[src/rtl/decimal_to_dcb_encoder_pkg.sv]
// ============================================================================
//  Module   : decimal_to_dcb_encoder_pkg
//  Purpose  : Shared digit-width constants for the decimal/octal encoder slice.
//  Contents : DEC_W  - width of the one-hot decimal digit code (10)
//             DCB_W  - width of the binary-coded decimal digit   (4)
//             OCT_W  - width of the one-hot octal code           (8)
//             BIN_W  - width of the 3-bit binary index           (3)
//  Revision : 1.0 - initial release
// ============================================================================
`default_nettype none

package decimal_to_dcb_encoder_pkg;

    localparam int DEC_W = 10;
    localparam int DCB_W = 4;
    localparam int OCT_W = 8;
    localparam int BIN_W = 3;

endpackage : decimal_to_dcb_encoder_pkg

`default_nettype wire

[src/rtl/decimal_to_dcb_encoder_onehot_prio_enc.sv]
// ============================================================================
//  Module   : onehot_prio_enc
//  Purpose  : Generic combinational priority one-hot-to-index encoder.
//             The highest set bit wins, so a multi-hot input still yields a
//             well-defined index alongside an error flag.
//  Params   : IN_W   - number of one-hot input bits
//             IDX_W  - width of the index output
//  Ports    : i_onehot [IN_W-1:0]  one-hot (ideally) input code
//             o_idx    [IDX_W-1:0] index of the highest set bit, 0 if none
//             o_valid              at least one input bit set
//             o_err                more than one input bit set
//  Revision : 1.0 - initial release
// ============================================================================
`default_nettype none

module onehot_prio_enc #(
    parameter int IN_W  = 8,
    parameter int IDX_W = (IN_W > 1) ? $clog2(IN_W) : 1
) (
    input  logic [IN_W-1:0]  i_onehot,
    output logic [IDX_W-1:0] o_idx,
    output logic             o_valid,
    output logic             o_err
);

    logic [IDX_W-1:0] w_idx;
    logic [IN_W-1:0]  w_low_cleared;

    // Ascending scan: a later (higher) set bit overwrites an earlier one,
    // which gives highest-bit priority without a separate priority chain.
    always_comb begin
        w_idx = '0;
        for (int i = 0; i < IN_W; i++) begin
            if (i_onehot[i]) begin
                w_idx = IDX_W'(i);
            end
        end
    end

    // x & (x-1) clears the lowest set bit; anything left means multi-hot.
    assign w_low_cleared = i_onehot & (i_onehot - IN_W'(1));

    assign o_idx   = w_idx;
    assign o_valid = |i_onehot;
    assign o_err   = |w_low_cleared;

endmodule : onehot_prio_enc

`default_nettype wire

[src/rtl/decimal_to_dcb_encoder.sv]
// ============================================================================
//  Module   : decimal_to_dcb_encoder
//  Purpose  : Three independent registered code-conversion paths:
//               decimal (one-hot 10) -> dcb (4-bit digit) + valid/err
//               octal   (one-hot 8)  -> binary (3-bit)    + valid/err
//               binary1 (3-bit)      -> octal1 (one-hot 8)
//             Every output is registered with exactly one cycle of latency.
//  Ports    : clk          clock, rising-edge
//             rst          synchronous active-high reset (clears all outputs)
//             decimal[9:0] one-hot decimal digit code
//             dcb[3:0]     binary-coded digit of decimal (highest bit wins)
//             dcb_valid    decimal had at least one bit set
//             dcb_err      decimal had more than one bit set
//             octal[7:0]   one-hot octal code
//             binary[2:0]  index of octal (highest bit wins)
//             binary_valid octal had at least one bit set
//             binary_err   octal had more than one bit set
//             binary1[2:0] binary value to decode
//             octal1[7:0]  one-hot decode of binary1
//  Revision : 1.0 - initial release
// ============================================================================
`default_nettype none

module decimal_to_dcb_encoder
    import decimal_to_dcb_encoder_pkg::*;
(
    input  logic             clk,
    input  logic             rst,
    input  logic [DEC_W-1:0] decimal,
    output logic [DCB_W-1:0] dcb,
    output logic             dcb_valid,
    output logic             dcb_err,
    input  logic [OCT_W-1:0] octal,
    output logic [BIN_W-1:0] binary,
    output logic             binary_valid,
    output logic             binary_err,
    input  logic [BIN_W-1:0] binary1,
    output logic [OCT_W-1:0] octal1
);

    logic [DCB_W-1:0] w_dec_idx;
    logic             w_dec_valid;
    logic             w_dec_err;
    logic [BIN_W-1:0] w_oct_idx;
    logic             w_oct_valid;
    logic             w_oct_err;
    logic [OCT_W-1:0] w_oct1_dec;

    logic [DCB_W-1:0] r_dcb;
    logic             r_dcb_valid;
    logic             r_dcb_err;
    logic [BIN_W-1:0] r_binary;
    logic             r_binary_valid;
    logic             r_binary_err;
    logic [OCT_W-1:0] r_octal1;

    onehot_prio_enc #(
        .IN_W  (DEC_W),
        .IDX_W (DCB_W)
    ) u_dec_enc (
        .i_onehot (decimal),
        .o_idx    (w_dec_idx),
        .o_valid  (w_dec_valid),
        .o_err    (w_dec_err)
    );

    onehot_prio_enc #(
        .IN_W  (OCT_W),
        .IDX_W (BIN_W)
    ) u_oct_enc (
        .i_onehot (octal),
        .o_idx    (w_oct_idx),
        .o_valid  (w_oct_valid),
        .o_err    (w_oct_err)
    );

    // 3->8 decode: always exactly one bit set, including binary1 == 0.
    assign w_oct1_dec = OCT_W'(1) << binary1;

    always_ff @(posedge clk) begin
        if (rst) begin
            r_dcb          <= '0;
            r_dcb_valid    <= 1'b0;
            r_dcb_err      <= 1'b0;
            r_binary       <= '0;
            r_binary_valid <= 1'b0;
            r_binary_err   <= 1'b0;
            r_octal1       <= '0;
        end else begin
            r_dcb          <= w_dec_idx;
            r_dcb_valid    <= w_dec_valid;
            r_dcb_err      <= w_dec_err;
            r_binary       <= w_oct_idx;
            r_binary_valid <= w_oct_valid;
            r_binary_err   <= w_oct_err;
            r_octal1       <= w_oct1_dec;
        end
    end

    assign dcb          = r_dcb;
    assign dcb_valid    = r_dcb_valid;
    assign dcb_err      = r_dcb_err;
    assign binary       = r_binary;
    assign binary_valid = r_binary_valid;
    assign binary_err   = r_binary_err;
    assign octal1       = r_octal1;

endmodule : decimal_to_dcb_encoder

`default_nettype wire

[config.mk]
export PLATFORM = sky130hd
export DESIGN_NAME = decimal_to_dcb_encoder
export DESIGN_NICKNAME = d
export VERILOG_FILES = /design/src/rtl/decimal_to_dcb_encoder_pkg.sv /design/src/rtl/decimal_to_dcb_encoder_onehot_prio_enc.sv /design/src/rtl/decimal_to_dcb_encoder.sv
export SDC_FILE = /design/constraint.sdc
export NUM_CORES = 1
export LEC_CHECK = 0
export ABC_CLOCK_PERIOD_IN_PS = 1400
export BUFFER_PORTS_ARGS = -buffer_cell sky130_fd_sc_hd__clkbuf_2
export CORE_MARGIN = 10
export CORE_UTILIZATION = 44
export CTS_CLUSTER_SIZE = 16
export DETAILED_ROUTE_END_ITERATION = 8
export PLACE_DENSITY = 0.77
export SLEW_MARGIN = 40
export SYNTH_ARGS = -nofsm -noshare
export SYNTH_HDL_FRONTEND = slang
export SYNTH_HIERARCHICAL = 1
export SYNTH_SLANG_ARGS = --single-unit
[constraint.sdc]
create_clock -name clk -period 1.4 [get_ports clk]
set_clock_uncertainty 0.05 [all_clocks]
set_input_delay 0 -clock clk [delete_from_list [all_inputs] [get_ports clk]]
set_output_delay 0 -clock clk [all_outputs]
set_load 0.03 [all_outputs]
==> results of run 1 <==
repair_timing:
action,CTS,global route
hold buffers,5,0
resized for setup,0,0
endpoints found under the hold margin,4,0
setup buffers,0,0
endpoints found under the setup margin,0,2
synthesized netlist by cell type (3+ instances only):
master / instances / area [sq um]
nor4_1: 3 / 18.8
nand2_1: 3 / 11.3
and2b_2: 11 / 96.3
o21ai_0: 4 / 20.0
inv_1: 3 / 11.3
nor4b_1: 3 / 26.3
maj3_1: 3 / 30.0
and4bb_2: 3 / 37.5
nor2_1: 8 / 30.0
dfxtp_1: 19 / 380
a21oi_1: 3 / 15.0
metal layers:
metal | global-route usage (%) | share of wire (%)
met5 | 0 | 0
met4 | 8.82 | 3.9
met3 | 2.58 | 6.2
met2 | 18.2 | 49
met1 | 9.76 | 41
kinds of logic after synthesis:
| logic type | count (synthesis) |
|---|---|
| buffers and inverters | 4 |
| adders and majority gates | 3 |
| AOI/OAI and AO/OA | 14 |
| DFF | 19 |
| and+or+nand+nor | 47 |
worst paths after layout:
path | from | end | slack [ns] | depth (start not counted)
hold / removal | octal[6] | binary[1] | 0.03 | 4
setup / recovery | binary1[2] | octal1[2] | 0.03 | 4
critical path: cells and delay by family:
kind / cells / cell delay, ns
buf+inv: 3 / 1.29
simple gates: 1 / 0.28
state kept, by name, summed over array words and instances (netlist names):
name	count
octal1	8
binary_err	1
dcb	4
dcb_valid	1
dcb_err	1
binary	3
binary_valid	1
power breakdown:
group | switching [mW] | total (mW) | leakage, nW | internal [mW]
Sequential | 0.00665 | 0.572 | 0.157 | 0.565
Clock | 0.150 | 0.261 | 0.0150 | 0.111
Combinational | 0.133 | 0.225 | 0.367 | 0.0919
metrics by stage:
step | power (mW) | utilization (%) | area, sq um | setup WS (ns) | instances
floorplan | 0.705 | - | 873 | 0.384 | 87
global placement | 0.796 | 57.3 | 1100 | 0.216 | 154
CTS | 1.06 | 61.3 | 1180 | 0.0715 | 163
global route | 1.11 | 61.3 | 1180 | -0.0198 | 163
finish | 1.06 | 61.3 | 1180 | 0.0269 | 163
detailed placement | 0.801 | 57.3 | 1100 | 0.176 | 154
cell type report:
type	count	area [sq um]
Inverter	3	11.3
Clock buffer	4	26.3
Tap cell	27	33.8
Multi-Input combinational cell	64	470
Fill cell	182	744
Sequential cell	19	380
Timing Repair Buffer	46	255
==> impl_results.md, run 1 <==
- H-tree Lvls: 1
- Synth Area in Simple Gates: 40.3%
- Delay of the slowest critical-path stage: 0.58 ns
- Critical path launch point type: primary input
- Commonest non-fill, non-tap cell in the layout: clkbuf_2
- Tcrit/Tclk final: 98.1%
- Synth-to-layout area growth: 34.8%
- Root buffer selected by CTS: clkbuf_4
- Final Hold Fails: 0
- Pwr dens: 898 nW/um^2
- Largest family of logic cells by synthesized area: simple AND/OR/NAND/NOR gates
- Die X: 64.6 um
- Main flop type after synthesis: dfxtp_1
- FMAX: 728 MHz
- Most frequent cells in the layout: clkbuf_2 (41), dfxtp_1 (19), and2b_2 (11)
- Headroom to the max-slew limit: between 70% and 80%
- Net Count, Synth: 110
- Crit. End Element: register
- Port bufs: 41
- Wire per inst: around 13 um
- First-pass detailed-route iteration total: 4
- Routed Wire Length: 2080 um
- DP HPWL: 1650 um
- Peak fanout along the critical path: 8
- Number of synthesized flops with an enable pin: 0
- Vias in the first global route: 816
- Syn_area_per_cell: 10.0 sq um
- Share of post-route cells with drive strength above 1: 47.1%
- Vias/cell: 4.93
- Die Span Y: 64.6 um
- Most Frequent Cell on Critical Path: dlygate4sd3_1
- Min Hold Slack: ~0.028 ns
- Synthesized area: 873 sq um
- CTS tree: done
- Synth Area in XOR/XNOR: 0%
- Synthesized flop and latch total: 19
- Via count of the routed design: 804
- Starting Density: between 40% and 50%
- Grt total ovfl: 0
- CTS buffer count: 3
- Required @ worst endpoint: 1.59 ns
- Outcome: finished, final reports clean
- Post-synth cell types: 30
- Antenna Violating Nets Remaining: 0
- Core Footprint: between 1500 and 2000 sq um
- N_diodes: 0
- Slew Limit Fails: 0
- First-pass GRT wire length: 3480 um
- Die area: ~4200 sq um
- Clk pin slew, worst setup/hold paths: about 0.090 ns
- Worst-path cell chain: dlygate4sd3_1 > clkbuf_2 > nor4b_1 > dlygate4sd3_1
- Worst min path class: in -> reg
- Complex-gate fraction of the synthesized area: 10.2%
- Crit path kind: in -> reg
- Leakage: around 0.54 nW
- I/O pin count: 42
- RSZ-0062 raised after global routing: true
- Peak supply drop: ~0.39 mV
- Mux contribution to synthesized area: 0%
- Global-route usage over all layers: between 10% and 20%
- Max Cap Viol: 0
- Placer Congestion: 0.781
- Final Setup Violations: 0
- Period minus WS final: 1.37 ns
- Synthesized-area fraction occupied by adder cells: 3.44%
- Largest net degree at the start of global routing: 20
- Async SR Flop Fraction: 0%
- Clk buf depth: 2
- Slew @ Worst Pin: 0.312 ns
- Initial antenna violation count: 0
- Num rows: 16
- Seq/Total Area, Yosys: between 40% and 50%
- CTS sink cnt: 19
- Iteration-0 DRC Markers: 14
- Slowest CP cell: dlygate4sd3_1
- Mapped Cells: 87
- WP data arrival: around 1.6 ns
- Setup TNS: 0 ns
- Yosys warning total: 6
- Drt drc: 0
- Total Nets Final: 160
Note: power is estimated with default switching activity, not from simulation.
==> inputs of run 2 (changes only) <==
--- a/config.mk
+++ b/config.mk
@@ -12,6 +12,7 @@
 export CTS_CLUSTER_SIZE = 16
 export DETAILED_ROUTE_END_ITERATION = 8
 export PLACE_DENSITY = 0.77
+export REMOVE_ABC_BUFFERS = 1
 export SLEW_MARGIN = 40
 export SYNTH_ARGS = -nofsm -noshare
 export SYNTH_HDL_FRONTEND = slang
==> run 2 against run 1 <==
Effect of this change:
- cell area unchanged
- wire length grew 1.5%
- global-route usage decreased by 0.10 points
- critical endpoint is now octal1[4]
- largest cell class unchanged
- largest power group unchanged
==> impl_results.md, run 2 (synthesis results as in run 1) <==
- FMAX: 744 MHz
- Largest register FFs: 8
- First-pass GRT wire length: approximately 3500 um
- DP HPWL: around 1600 um
- Peak fanout along the critical path: 8
- Required @ worst endpoint: approximately 1.6 ns
- Slew @ Worst Pin: 0.299 ns
- Total Nets Final: 160
- Global-route usage over all layers: 10.2%
- Placer Congestion: roughly 0.84
- Root buffer selected by CTS: clkbuf_4
- Die X: 64.6 um
- Register area: 380 sq um
- Antenna Violating Nets Remaining: 0
- RSZ-0062 raised after global routing: false
- H-tree Lvls: 1
- Slew Limit Fails: 0
- Clk buf depth: 2
- CTS sink cnt: 19
- Starting Density: 45.4%
- Crit. End Element: register
- Clk pin slew, worst setup/hold paths: 0.10 ns
- Finished Core Util: 61.3%
- Wire per inst: between 10 and 15 um
- Worst min path class: in -> reg
- Grt total ovfl: 0
- Synth-to-layout area growth: 34.8%
- Tcrit/Tclk final: between 90 and 100%
- Most frequent cells in the layout: clkbuf_2 (41), dfxtp_1 (19), and2b_2 (11)
- Crit path launch: binary1[1]
- Largest net degree at the start of global routing: 20
- Max Cap Viol: 0
- Share of post-route cells with drive strength above 1: 47.1%
- Pwr dens: about 900 nW/um^2
- I/O pin count: 42
- CTS tree: done
- Peak supply drop: between 0.4 and 0.5 mV
- Die Span Y: roughly 65 um
- Num rows: 16
- First-pass detailed-route iteration total: 4
- CTS buffer count: 3
- Initial antenna violation count: 0
- Commonest non-fill, non-tap cell in the layout: clkbuf_2
- Port bufs: 41
- Via count of the routed design: 796
- Leakage: 0.539 nW
- Die area: 4170 sq um
- Setup TNS: 0 ns
- Critical path launch point type: primary input
- Hold Startpoint: octal[6]
- Headroom to the max-slew limit: about four fifths
- Final Setup Violations: 0
- Drt drc: 0
- Vias in the first global route: 792
- Crit path kind: in -> reg
- Iteration-0 DRC Markers: 14
- N_diodes: 0
- WP data arrival: 1.54 ns
- Fillers: 163
- Period minus WS final: between 1 and 1.5 ns
- Area of the multi-input gates: 470 sq um
- Core Footprint: slightly below 2000 sq um
- Final Hold Fails: 0
- Routed Wire Length: 2110 um
- Vias/cell: 4.88
- Outcome: finished, final reports clean
==> run 2: final timing paths <==
kind                   endpoint  slack, ns  depth (start not counted)
worst max-delay path  octal1[4]       0.06                          4
worst min-delay path  binary[1]       0.02                          4
==> run 2: what timing repair did <==
| action | 4_1_cts | 5_1_grt |
|---|---|---|
| endpoints found under the hold margin | 4 | 0 |
| hold buffers | 5 | 0 |
| gates resized for setup | 0 | 0 |
| setup buffers | 0 | 0 |
==> run 2: area by class of cell <==
cell class / count / share of cell area (%)
clock buffer: 4 / 2.23
inverter: 3 / 0.956
multi-input combinational: 64 / 40.0
sequential: 19 / 32.3
tap: 27 / 2.87
timing repair buffer: 46 / 21.7
==> run 2: report_power, final <==
| part | switching (mW) | internal (mW) | total, mW |
|---|---|---|---|
| Combinational | 0.134 | 0.0920 | 0.226 |
| Clock | 0.157 | 0.111 | 0.268 |
| Sequential | 0.00565 | 0.565 | 0.571 |
==> run 2: critical path, cell delays in order <==
cell           delay [ns]
dlygate4sd3_1        0.53
clkbuf_2             0.16
nor4b_1              0.26
dlygate4sd3_1        0.58
==> run 2: stage by stage <==
stage	instances	hold slack (ns)	area (sq um)	power [mW]	setup WS, ns
finish	163	0.0238	1180	1.06	0.0565
global route	163	0.0287	1180	1.13	0.0137
CTS	163	0.0143	1180	1.08	0.0567
detailed placement	154	0.211	1100	0.801	0.135
global placement	154	0.207	1100	0.796	0.217
floorplan	86	0.0217	862	0.700	0.384
==> run 2: per-layer routing <==
layer | wire length, um | global-route usage (%) | vias to the layer above
met5 | 0 | 0 | -
met4 | 31 | 4.81 | 0
met3 | 180 | 3.61 | 4
met2 | 1050 | 17.6 | 33
met1 | 856 | 10.9 | 346
li1 | - | - | 413
==> inputs of run 3 (changes only) <==
--- a/config.mk
+++ b/config.mk
@@ -5,10 +5,11 @@
 export SDC_FILE = /design/constraint.sdc
 export NUM_CORES = 1
 export LEC_CHECK = 0
+export ABC_AREA = 1
 export ABC_CLOCK_PERIOD_IN_PS = 1400
 export BUFFER_PORTS_ARGS = -buffer_cell sky130_fd_sc_hd__clkbuf_2
 export CORE_MARGIN = 10
-export CORE_UTILIZATION = 44
+export CORE_UTILIZATION = 45
 export CTS_CLUSTER_SIZE = 16
 export DETAILED_ROUTE_END_ITERATION = 8
 export PLACE_DENSITY = 0.77
==> run 3 against run 2 <==
Effect of this change:
- count of clock-buffer cells in the layout decreased by 1
- global-route usage grew 0.66 points
- critical path depth is 2 higher
- die area is 1.3% higher
- critical path type unchanged
- clock power is essentially flat
- largest power group unchanged
- cell count up 39%
- wire length up 12%
- sequential cell count is the same
- critical endpoint is now octal1[2]
==> impl_results.md, run 3 <==
- Die area: between 4000 and 5000 sq um
- Mapped Cells: 146
- Synthesized flop and latch total: 19
- Tcrit/Tclk final: a little over nine tenths
- Num rows: 16
- Period minus WS final: 1.33 ns
- Die X: 65.0 um
- Slew Limit Fails: 0
- Core Footprint: approximately 2000 sq um
- Seq/Total Area, Yosys: 41.8%
- Total Nets Final: 224
- Vias/cell: 4.27
- Iteration-0 DRC Markers: 24
- Max Cap Viol: 0
- Most frequent cells in the layout: nand2_1 (42), clkbuf_2 (40), nor2_1 (31)
- Outcome: finished, final reports clean
- Starting Density: 46.8%
- Most frequent cells after synthesis: nand2_1 (42), nor2_1 (31), inv_1 (30), dfxtp_1 (19), nor2_2 (6)
- WP data arrival: 1.47 ns
- Most common cell in the netlist: nand2_1
- DP HPWL: around 1900 um
- Final Setup Violations: 0
- FMAX: approximately 750 MHz
- Pwr dens: 864 nW/um^2
- Clk buf depth: 2
- Setup bufs post-CTS: 0
- Post-DP Area: 1140 sq um
- Pre-CTS setup slack: 0.398 ns
- Worst min path class: in -> reg
- Fillers: 183
- Root buffer selected by CTS: clkbuf_4
- Leading area contributor after synthesis: dfxtp_1
- Final Hold Fails: 0
- Drt drc: 0
- Yosys warning total: 6
- Yosys top cell area share: a little over two fifths
- Via count of the routed design: 970
- N_diodes: 0
- Commonest non-fill, non-tap cell in the layout: nand2_1
- Async SR Flop Fraction: 0%
- Total Power: 1.09 mW
- Hold Startpoint: octal[3]
- Placer Congestion: 0.876
- Crit. End Element: register
- Clk pin slew, worst setup/hold paths: 0.11 ns
- Synth top area cells: dfxtp_1 (42%), nand2_1 (17%), nor2_1 (13%)
- RSZ-0062 raised after global routing: false
- H-tree Lvls: 1
- Post-synth cell types: 14
- Share of post-route cells with drive strength above 1: 29.0%
- First-pass GRT wire length: ~3700 um
- Crit path launch: rst
- CTS buffer count: 3
- Largest register FFs: 8
- Largest net degree at the start of global routing: 13
- Grt total ovfl: 0
- Slew @ Worst Pin: 0.259 ns
- First-pass detailed-route iteration total: 4
- Peak supply drop: 0.423 mV
- Initial antenna violation count: 0
- Routed Wire Length: 2360 um
- Fin worst setup slack: approximately 0.069 ns
- Wire per inst: 10.4 um
- Critical path launch point type: primary input
- Headroom to the max-slew limit: between 80 and 90%
- CTS tree: done
- Die Span Y: around 65 um
- Number of synthesized flops with an enable pin: 0
- Port bufs: 41
- Crit path kind: in -> reg
- Synth-to-layout area growth: 39.3%
- Peak fanout along the critical path: 12
- I/O pin count: 42
- Antenna Violating Nets Remaining: 0
- Required @ worst endpoint: 1.54 ns
- Main flop type after synthesis: dfxtp_1
- Finished layout cell area: 1270 sq um
- CTS sink cnt: 19
- Min Hold Slack: around 0.012 ns
- Global-route usage over all layers: 10.9%
- Vias in the first global route: 916
- Synthesized area: 910 sq um
- Setup TNS: 0 ns
- Syn_area_per_cell: approximately 6.2 sq um
- Leakage: 0.765 nW
-- run 3: cell count changes in the layout (fill, tap and decap cells not counted), moves of 5 or more --
cell           previous run  this run
nor2_2                    0         6
dlygate4sd3_1             5        10
nand2_1                   3        42
nor2_1                    8        31
and2b_2                  11         0
inv_1                     3        30
-- run 3: report_power, final --
part,switching (mW),internal (mW)
registers,0.00652,0.565
clock network,0.165,0.106
logic,0.158,0.0945
total,0.329,0.766
-- run 3: area by class of cell --
cell class / instances / area, sq um / share of cell area, %
sequential: 19 / 380 / 30.0
timing repair buffer: 51 / 308 / 24.3
tap: 27 / 33.8 / 2.67
clock inverter: 1 / 5.00 / 0.395
inverter: 33 / 124 / 9.77
clock buffer: 3 / 22.5 / 1.78
multi-input combinational: 93 / 394 / 31.1
-- run 3: metrics by stage --
stage	instances	util [%]
3_5_place_dp	213	58.6
2_1_floorplan	145	-
4_1_cts	227	65.1
6_report	227	65.3
3_3_place_gp	213	58.6
5_1_grt	227	65.3
-- run 3: worst paths after layout --
kind | endpoint | slack [ns] | cells after the start
setup / recovery | octal1[2] | 0.07 | 6
hold / removal | binary_valid | 0.01 | 5
-- run 3: timing repair --
item                                   in CTS  in global routing
hold buffers                               10                  0
gates resized for setup                     0                  2
setup endpoints to repair                   0                  1
endpoints found under the hold margin      18                  0
-- run 3: critical path: stages --
cell,delay [ns]
dlygate4sd3_1,0.53
clkbuf_4,0.21
inv_2,0.06
nand2_2,0.09
nor2_1,0.04
dlygate4sd3_1,0.54
-- run 3: kinds of logic (layout without fill, tap and decap cells) --
kind of cell | count (synthesis) | after routing | share of synthesized area [%]
AOI/OAI and AO/OA | 6 | 6 | 3.30
buffers and inverters | 34 | 88 | 14.9
DFF | 19 | 19 | 41.8
and+or+nand+nor | 87 | 87 | 40.0
-- run 3: per-layer routing --
| layer | global-route usage, % | vias to the layer above | routed length [um] |
|---|---|---|---|
| li1 | - | 529 | - |
| met1 | 9.57 | 408 | 890 |
| met2 | 21.6 | 29 | 1280 |
| met3 | 3.09 | 4 | 153 |
| met4 | 5.61 | 0 | 34 |
| met5 | 0 | - | 0 |
